$ cat config.mk
export PLATFORM = sky130hd
export DESIGN_NAME = pipelined_adder
export DESIGN_NICKNAME = d
export VERILOG_FILES = /design/src/rtl/adder_pkg.sv /design/src/rtl/adder_segment.sv /design/src/rtl/full_adder.sv /design/src/rtl/pipelined_adder.sv
export SDC_FILE = /design/constraint.sdc
export NUM_CORES = 1
export LEC_CHECK = 0
export ABC_AREA = 1
export CAP_MARGIN = 0
export CELL_PAD_IN_SITES_DETAIL_PLACEMENT = 2
export CELL_PAD_IN_SITES_GLOBAL_PLACEMENT = 2
export CORE_UTILIZATION = 30
export DETAILED_ROUTE_END_ITERATION = 8
export PLACE_DENSITY = 0.86
export RECOVER_POWER = 100
export SLEW_MARGIN = 25
export SYNTH_ARGS = -nofsm -noshare
export SYNTH_HDL_FRONTEND = slang
export SYNTH_SLANG_ARGS = --single-unit
$ cat constraint.sdc
create_clock -name clk -period 5.3 [get_ports clk]
set_input_delay 0.53 -clock clk [delete_from_list [all_inputs] [get_ports clk]]
set_output_delay 0.53 -clock clk [all_outputs]
set_load 0.02 [all_outputs]
$ cat src/rtl/adder_pkg.sv
// Shared adder/subtractor definitions: operation encoding and small decode helpers,
// also used by the ALU control decode.
package adder_pkg;

  typedef enum logic [1:0] {
    OP_ADD  = 2'b00,
    OP_SUB  = 2'b01,
    OP_ADDC = 2'b10,
    OP_SUBB = 2'b11
  } add_op_e;

  function automatic int seg_width(input int width, input int stages);
    return width / stages;
  endfunction

  function automatic logic op_inverts_b(input add_op_e op);
    return (op == OP_SUB) || (op == OP_SUBB);
  endfunction

  // Subtraction without borrow-in is a + ~b + 1, so SUB forces the initial carry high.
  function automatic logic op_carry_in(input add_op_e op, input logic cin);
    logic c;
    case (op)
      OP_ADD:  c = 1'b0;
      OP_SUB:  c = 1'b1;
      default: c = cin;
    endcase
    return c;
  endfunction

endpackage

$ cat src/rtl/adder_segment.sv
// Combinational SEG-bit ripple-carry chain; also exposes the carry entering its MSB
// so the final segment can derive signed overflow.
module adder_segment #(
  parameter int SEG = 8
) (
  input  logic [SEG-1:0] a,
  input  logic [SEG-1:0] b,
  input  logic           cin,
  output logic [SEG-1:0] sum,
  output logic           cout,
  output logic           cmsb
);

  for (genvar i = 0; i < SEG; i++) begin : gen_bit
    logic ci;
    logic co;

    if (i == 0) begin : g_lsb
      assign ci = cin;
    end else begin : g_chain
      assign ci = gen_bit[i-1].co;
    end

    full_adder u_fa (
      .a    (a[i]),
      .b    (b[i]),
      .cin  (ci),
      .sum  (sum[i]),
      .cout (co)
    );
  end

  assign cout = gen_bit[SEG-1].co;
  assign cmsb = gen_bit[SEG-1].ci;

endmodule

$ cat src/rtl/full_adder.sv
// Single-bit full adder cell used as the building block of every ripple segment.
module full_adder (
  input  logic a,
  input  logic b,
  input  logic cin,
  output logic sum,
  output logic cout
);

  assign sum  = a ^ b ^ cin;
  assign cout = (a & b) | (cin & (a ^ b));

endmodule

$ cat src/rtl/pipelined_adder.sv
// Pipelined ripple-carry adder/subtractor: STAGES registered segments with a shared
// valid/ready stall, carry/overflow/zero flags computed in the last segment.
module pipelined_adder
  import adder_pkg::*;
#(
  parameter int WIDTH  = 32,
  parameter int STAGES = 4
) (
  input  logic             clk,
  input  logic             reset,
  input  logic             in_valid,
  output logic             in_ready,
  input  logic [1:0]       op,
  input  logic [WIDTH-1:0] operand1,
  input  logic [WIDTH-1:0] operand2,
  input  logic             cin,
  output logic             out_valid,
  input  logic             out_ready,
  output logic [WIDTH-1:0] sum,
  output logic             cout,
  output logic             overflow,
  output logic             zero
);

  localparam int SEG = seg_width(WIDTH, STAGES);

  if (WIDTH % STAGES != 0) begin : g_bad_params
    $error("pipelined_adder: WIDTH (%0d) must be a multiple of STAGES (%0d)", WIDTH, STAGES);
  end

  logic    adv;
  add_op_e op_e;

  assign adv      = ~out_valid | out_ready;
  assign in_ready = adv;
  assign op_e     = add_op_e'(op);

  // Stage k keeps only the operand bits not yet added and the sum bits already produced,
  // so the register footprint shrinks on one side as it grows on the other.
  for (genvar k = 0; k < STAGES; k++) begin : gen_stage
    localparam int LO  = k * SEG;
    localparam int REM = WIDTH - LO;

    logic [REM-1:0]    a_in;
    logic [REM-1:0]    b_in;
    logic              c_in;
    logic              v_in;
    logic [LO+SEG-1:0] s_new;
    logic [SEG-1:0]    seg_sum;
    logic              seg_cout;
    logic              seg_cmsb;
    logic              v_q;
    logic              c_q;
    logic [LO+SEG-1:0] s_q;

    if (k == 0) begin : g_head
      assign a_in  = operand1;
      assign b_in  = op_inverts_b(op_e) ? ~operand2 : operand2;
      assign c_in  = op_carry_in(op_e, cin);
      assign v_in  = in_valid;
      assign s_new = seg_sum;
    end else begin : g_body
      assign a_in  = gen_stage[k-1].g_fwd.a_q;
      assign b_in  = gen_stage[k-1].g_fwd.b_q;
      assign c_in  = gen_stage[k-1].c_q;
      assign v_in  = gen_stage[k-1].v_q;
      assign s_new = {seg_sum, gen_stage[k-1].s_q};
    end

    adder_segment #(.SEG(SEG)) u_seg (
      .a    (a_in[SEG-1:0]),
      .b    (b_in[SEG-1:0]),
      .cin  (c_in),
      .sum  (seg_sum),
      .cout (seg_cout),
      .cmsb (seg_cmsb)
    );

    always_ff @(posedge clk) begin
      if (reset) begin
        v_q <= 1'b0;
        c_q <= 1'b0;
        s_q <= '0;
      end else if (adv) begin
        v_q <= v_in;
        c_q <= seg_cout;
        s_q <= s_new;
      end
    end

    if (REM > SEG) begin : g_fwd
      logic [REM-SEG-1:0] a_q;
      logic [REM-SEG-1:0] b_q;

      always_ff @(posedge clk) begin
        if (reset) begin
          a_q <= '0;
          b_q <= '0;
        end else if (adv) begin
          a_q <= a_in[REM-1:SEG];
          b_q <= b_in[REM-1:SEG];
        end
      end
    end

    if (k == STAGES - 1) begin : g_flags
      logic ovf_q;
      logic zero_q;

      always_ff @(posedge clk) begin
        if (reset) begin
          ovf_q  <= 1'b0;
          zero_q <= 1'b0;
        end else if (adv) begin
          ovf_q  <= seg_cmsb ^ seg_cout;
          zero_q <= (s_new == '0);
        end
      end
    end else begin : g_mid
      logic cmsb_unused;
      assign cmsb_unused = seg_cmsb;
    end
  end

  assign out_valid = gen_stage[STAGES-1].v_q;
  assign sum       = gen_stage[STAGES-1].s_q;
  assign cout      = gen_stage[STAGES-1].c_q;
  assign overflow  = gen_stage[STAGES-1].g_flags.ovf_q;
  assign zero      = gen_stage[STAGES-1].g_flags.zero_q;

endmodule
==> impl_metrics.py, run 1 <==
metrics = {
    "setup_path": {
        "crit_slowest_cell": "dlygate4sd3_1",
        "path_cells": "dlygate4sd3_1, xnor2_1, fa_1, fa_1, fa_1, fa_1, fa_1, fa_1, fa_1, inv_1, fa_1, nor2_1, nor2_1",
        "crit_path_end_kind": "flop",
        "crit_top_cell": "fa_1",
        "critPathLaunchType": "input pin",
        "path_delay_family": "adder cells",
        "r2r_slack_ns": 0.87,
        "critPathKind": "input pin to flop",
        "critical_path.max_stage_delay_ns": 0.56,
        "worstPathMaxFanout": 1,
        "arrival_ns": 4.83,
        "required_ns": 5.61,
        "crit_buf_inv": 2,
    },
    "cells_and_area": {
        "antenna_cells": 0,
        "final_cell_mix": "nor2_1 (249), dfxtp_1 (186), o21ai_0 (182), a21oi_1 (70), clkdlybuf4s50_1 (67)",
        "fin_nets": 1045,
        "area_delta_synth_final_pct": 22.5,
        "mostFrequentLayoutCell": "nor2_1",
        "fillerInstances": 2699,
        "drive_above_1_share_pct": 3.98,
    },
    "synthesis": {
        "ys_seq_area_share_pct": 49.5,
        "ys_ff_latch": 186,
        "syn_area_sq_um": 7530,
        "synth_area_leaders": "dfxtp_1 (49%), nor2_1 (12%), o21ai_0 (11%), fa_1 (8.5%), a21oi_1 (4.7%)",
        "syn_nets": 979,
        "yosysTopAreaCell": "dfxtp_1",
        "synthDistinctLibCells": 23,
        "syn-instance-count": 876,
        "synth_warnings": 0,
        "avgSynthCellArea_sq_um": 8.59,
        "synth_top_area_share_pct": 49.5,
    },
    "run_status": {
        "status": "complete, but fails checks",
        "violations": "max-capacitance violations, max-slew violations",
    },
    "grt": {
        "grt_max_degree": 136,
        "grt.overflow.total": 0,
        "grt_pass1_vias": 6419,
        "grt_usage_pct": 16.9,
        "grt_pass1_wl_mm": 34.4,
        "antenna_found_initial": 1,
    },
    "cts": {
        "clock-root-buffer": "clkbuf_16",
        "clk_pin_slew_worst_paths_ns": 0.06,
        "worstSkewPairLatency_ns": 0.43,
        "cts_setup_buffers": 0,
        "cts_made_buffers": 17,
        "cts_tree": "built",
        "cts_resized": 0,
        "clock_sinks": 186,
        "hold_buffers": 0,
        "htree_levels": 4,
        "cts_max_path_buffers": 2,
    },
    "route": {
        "ant_nets": 0,
        "drc": 0,
        "viasPerCell": 4.70,
        "finalWirelength_mm": 20.9,
        "first_pass_iters": 4,
        "drt_iter0_drc": 388,
        "wl_per_cell_microns": 16.3,
        "vias": 6009,
    },
    "floorplanning": {
        "core-area_sq_um": 24500,
        "dieArea_sq_um": 25700,
        "rows": 57,
        "ioPinCount": 108,
        "fp.dieW_microns": 160,
        "initial_core_util_pct": 30.8,
        "die_h_microns": 160,
    },
    "timing": {
        "drv_slew": 357,
        "fmax_ghz": 0.221,
        "rsz0062_at_grt": "no",
        "hold_ws_ns": 0.459,
        "worst_slew_pin_slew_ns": 3.41,
        "max_slew_margin_pct": -128,
        "tns_ns": 0,
        "setup_viol": 0,
        "finalHoldViolCount": 0,
        "fin_skew_ns": 0.00974,
        "fin_crit_ns": 4.53,
        "finalCritPeriodShare_pct": 85.4,
    },
    "pwr": {
        "power_w": 0.00334,
        "p_leak_nw": 3.64,
        "p_per_area_nw_per_um2": 362,
        "peakVddDrop_mv": 0.200,
    },
    "placed_design": {
        "routabilityCongestion": 0.731,
        "io_buffer_count": 107,
        "hpwl_mm": 13.7,
    },
    "min_path": {
        "hold_path.class": "flop to flop",
    },
    "flow_run": {
        "maxCapViolCount": 3,
    },
}
==> state kept, by name, indices dropped and copies added, names as in the netlist <==
name and count:
gen_stage.g_fwd.b_q 48, out_valid 1, gen_stage.c_q 3, sum 32, gen_stage.g_fwd.a_q 48, gen_stage.v_q 3
overflow 1, cout 1, zero 1, gen_stage.s_q 48
==> cell usage after synthesis, drive strengths merged <==
cell	instances
xnor2	31
xor2	2
mux2i	1
nand2	9
clkbuf	29
inv	43
nand3	4
dfxtp	186
buf	36
a21oi	70
nor2	249
o21ai	184
fa	32
==> cell type report <==
class / count / area [sq um] / share of cell area [%]
clock buffers: 20 / 447 / 4.84
clock inverters: 12 / 163 / 1.76
multi-input cells: 582 / 3200 / 34.7
well taps: 324 / 405 / 4.40
repair buffers: 112 / 1110 / 12.1
inverters: 43 / 166 / 1.80
flip-flops and latches: 186 / 3720 / 40.4
==> metrics by stage <==
stage	cells	cell area (sq um)	utilization [%]	setup slack (ns)
after floorplan	876	7530	-	0.891
after global placement	1247	8630	35.3	0.685
after detailed placement	1247	8630	35.3	0.421
after CTS	1279	9240	37.8	0.829
after global routing	1279	9220	37.7	0.416
final	1279	9220	37.7	0.775
==> logic make-up after synthesis <==
group | Yosys count | share of synthesized area (%)
XOR/XNOR | 33 | 3.84
buffers and inverters | 108 | 8.00
adder cells (fa/ha/maj) | 32 | 8.51
AND/OR/NAND/NOR | 262 | 13.2
flip-flops | 186 | 49.5
AO/OA/AOI/OAI | 254 | 16.9
multiplexers | 1 | 0.133
==> metal layers <==
| layer | wire (microns) | GRT usage (%) | up-vias |
|---|---|---|---|
| met4 | 392 | 6.23 | 0 |
| met3 | 504 | 2.69 | 21 |
| met2 | 9650 | 26.9 | 96 |
| li1 | - | - | 2943 |
| met1 | 10300 | 23.1 | 2949 |
| met5 | 0 | 0 | - |
==> power by group <==
group / internal (W) / switching (W)
Combinational: 0.000198 / 0.000236
Sequential: 0.00151 / 0.0000666
Clock: 0.000764 / 0.000563
==> tightest hold or removal path, cell delays in order (launching register included) <==
cell	delay, ns
dfxtp_1	0.30
inv_1	0.06
a21oi_1	0.05
==> final timing paths <==
kind / start / endpoint / depth (start not counted)
setup reg to reg: gen_stage[2].c_q / zero / 17
setup / recovery: operand2[0] / gen_stage[0].s_q[7] / 13
hold / removal: gen_stage[2].v_q / gen_stage[2].v_q / 2
hold reg to reg: gen_stage[2].v_q / gen_stage[2].v_q / 2
Power figures use the tool's default switching activity.
==> run 2, diff against run 1 <==
--- a/config.mk
+++ b/config.mk
@@ -11,6 +11,7 @@
 export CELL_PAD_IN_SITES_GLOBAL_PLACEMENT = 2
 export CORE_UTILIZATION = 30
 export DETAILED_ROUTE_END_ITERATION = 8
+export GPL_TIMING_DRIVEN = 0
 export PLACE_DENSITY = 0.86
 export RECOVER_POWER = 100
 export SLEW_MARGIN = 25
==> run 2 against run 1 <==
Against the previous run: the run now ends clean; routed wire length rose by 28%; sequential share of layout area shrank 1.0 points; non-clock buffer count is 59 higher; first-iteration DRC count shrank 16%; sequential power hardly changed; total power is 1.7% higher; critical path type unchanged; critical endpoint unchanged; largest cell class unchanged.
==> impl_metrics.py, run 2 (same netlist as run 1, synthesis figures left out) <==
metrics = {
    "grt": {
        "grt_max_degree": 17,
        "grt_pass1_wl_mm": 42.4,
        "grt.overflow.total": 0,
        "grt_pass1_vias": 7337,
        "grt_usage_pct": 21.6,
        "antenna_found_initial": 0,
    },
    "cts": {
        "clk_pin_slew_worst_paths_ns": 0.07,
        "htree_levels": 4,
        "cts_max_path_buffers": 2,
        "clock_sinks": 186,
        "clock-root-buffer": "clkbuf_16",
        "hold_buffers": 0,
        "worstSkewPairLatency_ns": 0.44,
        "cts_tree": "built",
        "cts_setup_buffers": 0,
        "cts_made_buffers": 17,
        "cts_resized": 0,
    },
    "route": {
        "drc": 0,
        "wl_per_cell_microns": 19.9,
        "drt_iter0_drc": 325,
        "finalWirelength_mm": 26.7,
        "ant_nets": 0,
        "vias": 6483,
        "viasPerCell": 4.85,
        "first_pass_iters": 4,
    },
    "timing": {
        "hold_ws_ns": 0.484,
        "finalHoldViolCount": 0,
        "drv_slew": 0,
        "max_slew_margin_pct": 50.6,
        "rsz0062_at_grt": "no",
        "fin_skew_ns": 0.00852,
        "fmax_ghz": 0.219,
        "tns_ns": 0,
        "finalCritPeriodShare_pct": 86.1,
        "fin_crit_ns": 4.56,
        "setup_viol": 0,
        "worst_slew_pin_slew_ns": 0.742,
    },
    "floorplanning": {
        "initial_core_util_pct": 30.8,
        "die_h_microns": 160,
        "ioPinCount": 108,
        "rows": 57,
        "dieArea_sq_um": 25700,
        "core-area_sq_um": 24500,
        "fp.dieW_microns": 160,
    },
    "setup_path": {
        "crit_slowest_cell": "dlygate4sd3_1",
        "crit_path_end_kind": "flop",
        "critPathKind": "input pin to flop",
        "critPathLaunchType": "input pin",
        "required_ns": 5.62,
        "worstPathMaxFanout": 1,
        "crit_top_cell": "fa_1",
        "path_cells": "dlygate4sd3_1, xnor2_1, fa_1, fa_1, fa_1, fa_1, fa_1, fa_1, fa_1, inv_1, fa_1, nor2_1, nor2_1",
        "path_delay_family": "adder cells",
        "crit_buf_inv": 2,
        "arrival_ns": 4.89,
        "critical_path.max_stage_delay_ns": 0.55,
    },
    "placed_design": {
        "hpwl_mm": 18.8,
        "routabilityCongestion": 0.785,
        "placed_cells": 1306,
        "io_buffer_count": 106,
    },
    "pwr": {
        "p_leak_nw": 3.73,
        "peakVddDrop_mv": 0.175,
        "p_per_area_nw_per_um2": 359,
    },
    "cells_and_area": {
        "fillerInstances": 2752,
        "drive_above_1_share_pct": 5.23,
        "mostFrequentLayoutCell": "nor2_1",
        "final_util_pct": 38.7,
        "final_cell_mix": "nor2_1 (249), dfxtp_1 (186), o21ai_0 (167), a21oi_1 (70), clkdlybuf4s50_1 (67)",
        "fin_nets": 1104,
        "area_delta_synth_final_pct": 25.6,
        "stdcell_count": 1338,
        "top_regs": "gen_stage.g_fwd.a_q: 48 flops, gen_stage.g_fwd.b_q: 48 flops, gen_stage.s_q: 48 flops",
        "antenna_cells": 0,
    },
    "min_path": {
        "hold_path.class": "flop to flop",
    },
    "run_status": {
        "status": "finished, final reports clean",
    },
    "flow_run": {
        "maxCapViolCount": 0,
    },
}
run 2: path summary, 6_finish.rpt:
path | startpoint | end | slack [ns] | cells after the start
max reg2reg | gen_stage[2].c_q | zero | 0.83 | 17
min | zero | zero | 0.48 | 2
min reg2reg | zero | zero | 0.48 | 2
max | operand2[0] | gen_stage[0].s_q[7] | 0.74 | 13
run 2: worst register-to-register path, cell delays in order, from the launching register on:
cell     delay (ns)
dfxtp_1        0.34
fa_1           0.48
fa_1           0.48
fa_1           0.46
fa_1           0.42
inv_1          0.10
fa_1           0.19
inv_1          0.06
fa_1           0.45
fa_1           0.48
inv_1          0.11
fa_1           0.42
inv_1          0.08
nor2_1         0.05
nand3_1        0.07
nor2_1         0.05
nand3_1        0.08
a21oi_1        0.06
run 2: layout make-up:
| class | instances | area [sq um] | area share (%) |
|---|---|---|---|
| plain buffers | 65 | 294 | 3.11 |
| clock buffers | 18 | 439 | 4.64 |
| clock inverters | 14 | 168 | 1.77 |
| inverters | 43 | 165 | 1.75 |
| multi-input cells | 582 | 3200 | 33.8 |
| flip-flops and latches | 186 | 3720 | 39.4 |
| well taps | 324 | 405 | 4.29 |
| repair buffers | 106 | 1060 | 11.2 |
run 2: metrics by stage:
stage                     total power [W]  area, sq um  setup WS [ns]
after floorplan                   0.00185         7530          0.891
after global placement            0.00204         8990          0.621
after detailed placement          0.00207         8990          0.518
after CTS                         0.00344         9600          0.745
after global routing              0.00353         9460          0.556
final                             0.00339         9460          0.735
run 2: where the power goes:
| part | internal, W | switching, W |
|---|---|---|
| clock network | 0.000757 | 0.000587 |
| logic | 0.000201 | 0.000262 |
| registers | 0.00151 | 0.0000784 |
| total | 0.00247 | 0.000927 |
run 2: metal layers:
| metal | GRT usage [%] | vias to the layer above | part of all wire, % | wire length, microns |
|---|---|---|---|---|
| li1 | - | 3062 | - | - |
| met4 | 7.92 | 0 | 2.6 | 681 |
| met3 | 3.43 | 39 | 3.1 | 820 |
| met1 | 26.6 | 3255 | 44 | 11800 |
| met2 | 37.9 | 127 | 50 | 13300 |
| met5 | 0 | - | 0 | 0 |
==> run 3, diff against run 2 <==
--- a/config.mk
+++ b/config.mk
@@ -11,7 +11,6 @@
 export CELL_PAD_IN_SITES_GLOBAL_PLACEMENT = 2
 export CORE_UTILIZATION = 30
 export DETAILED_ROUTE_END_ITERATION = 8
-export GPL_TIMING_DRIVEN = 0
 export PLACE_DENSITY = 0.86
 export RECOVER_POWER = 100
 export SLEW_MARGIN = 25
==> results of run 3 <==
No change in the layout: final DEF, timing and power equal those of run 1.
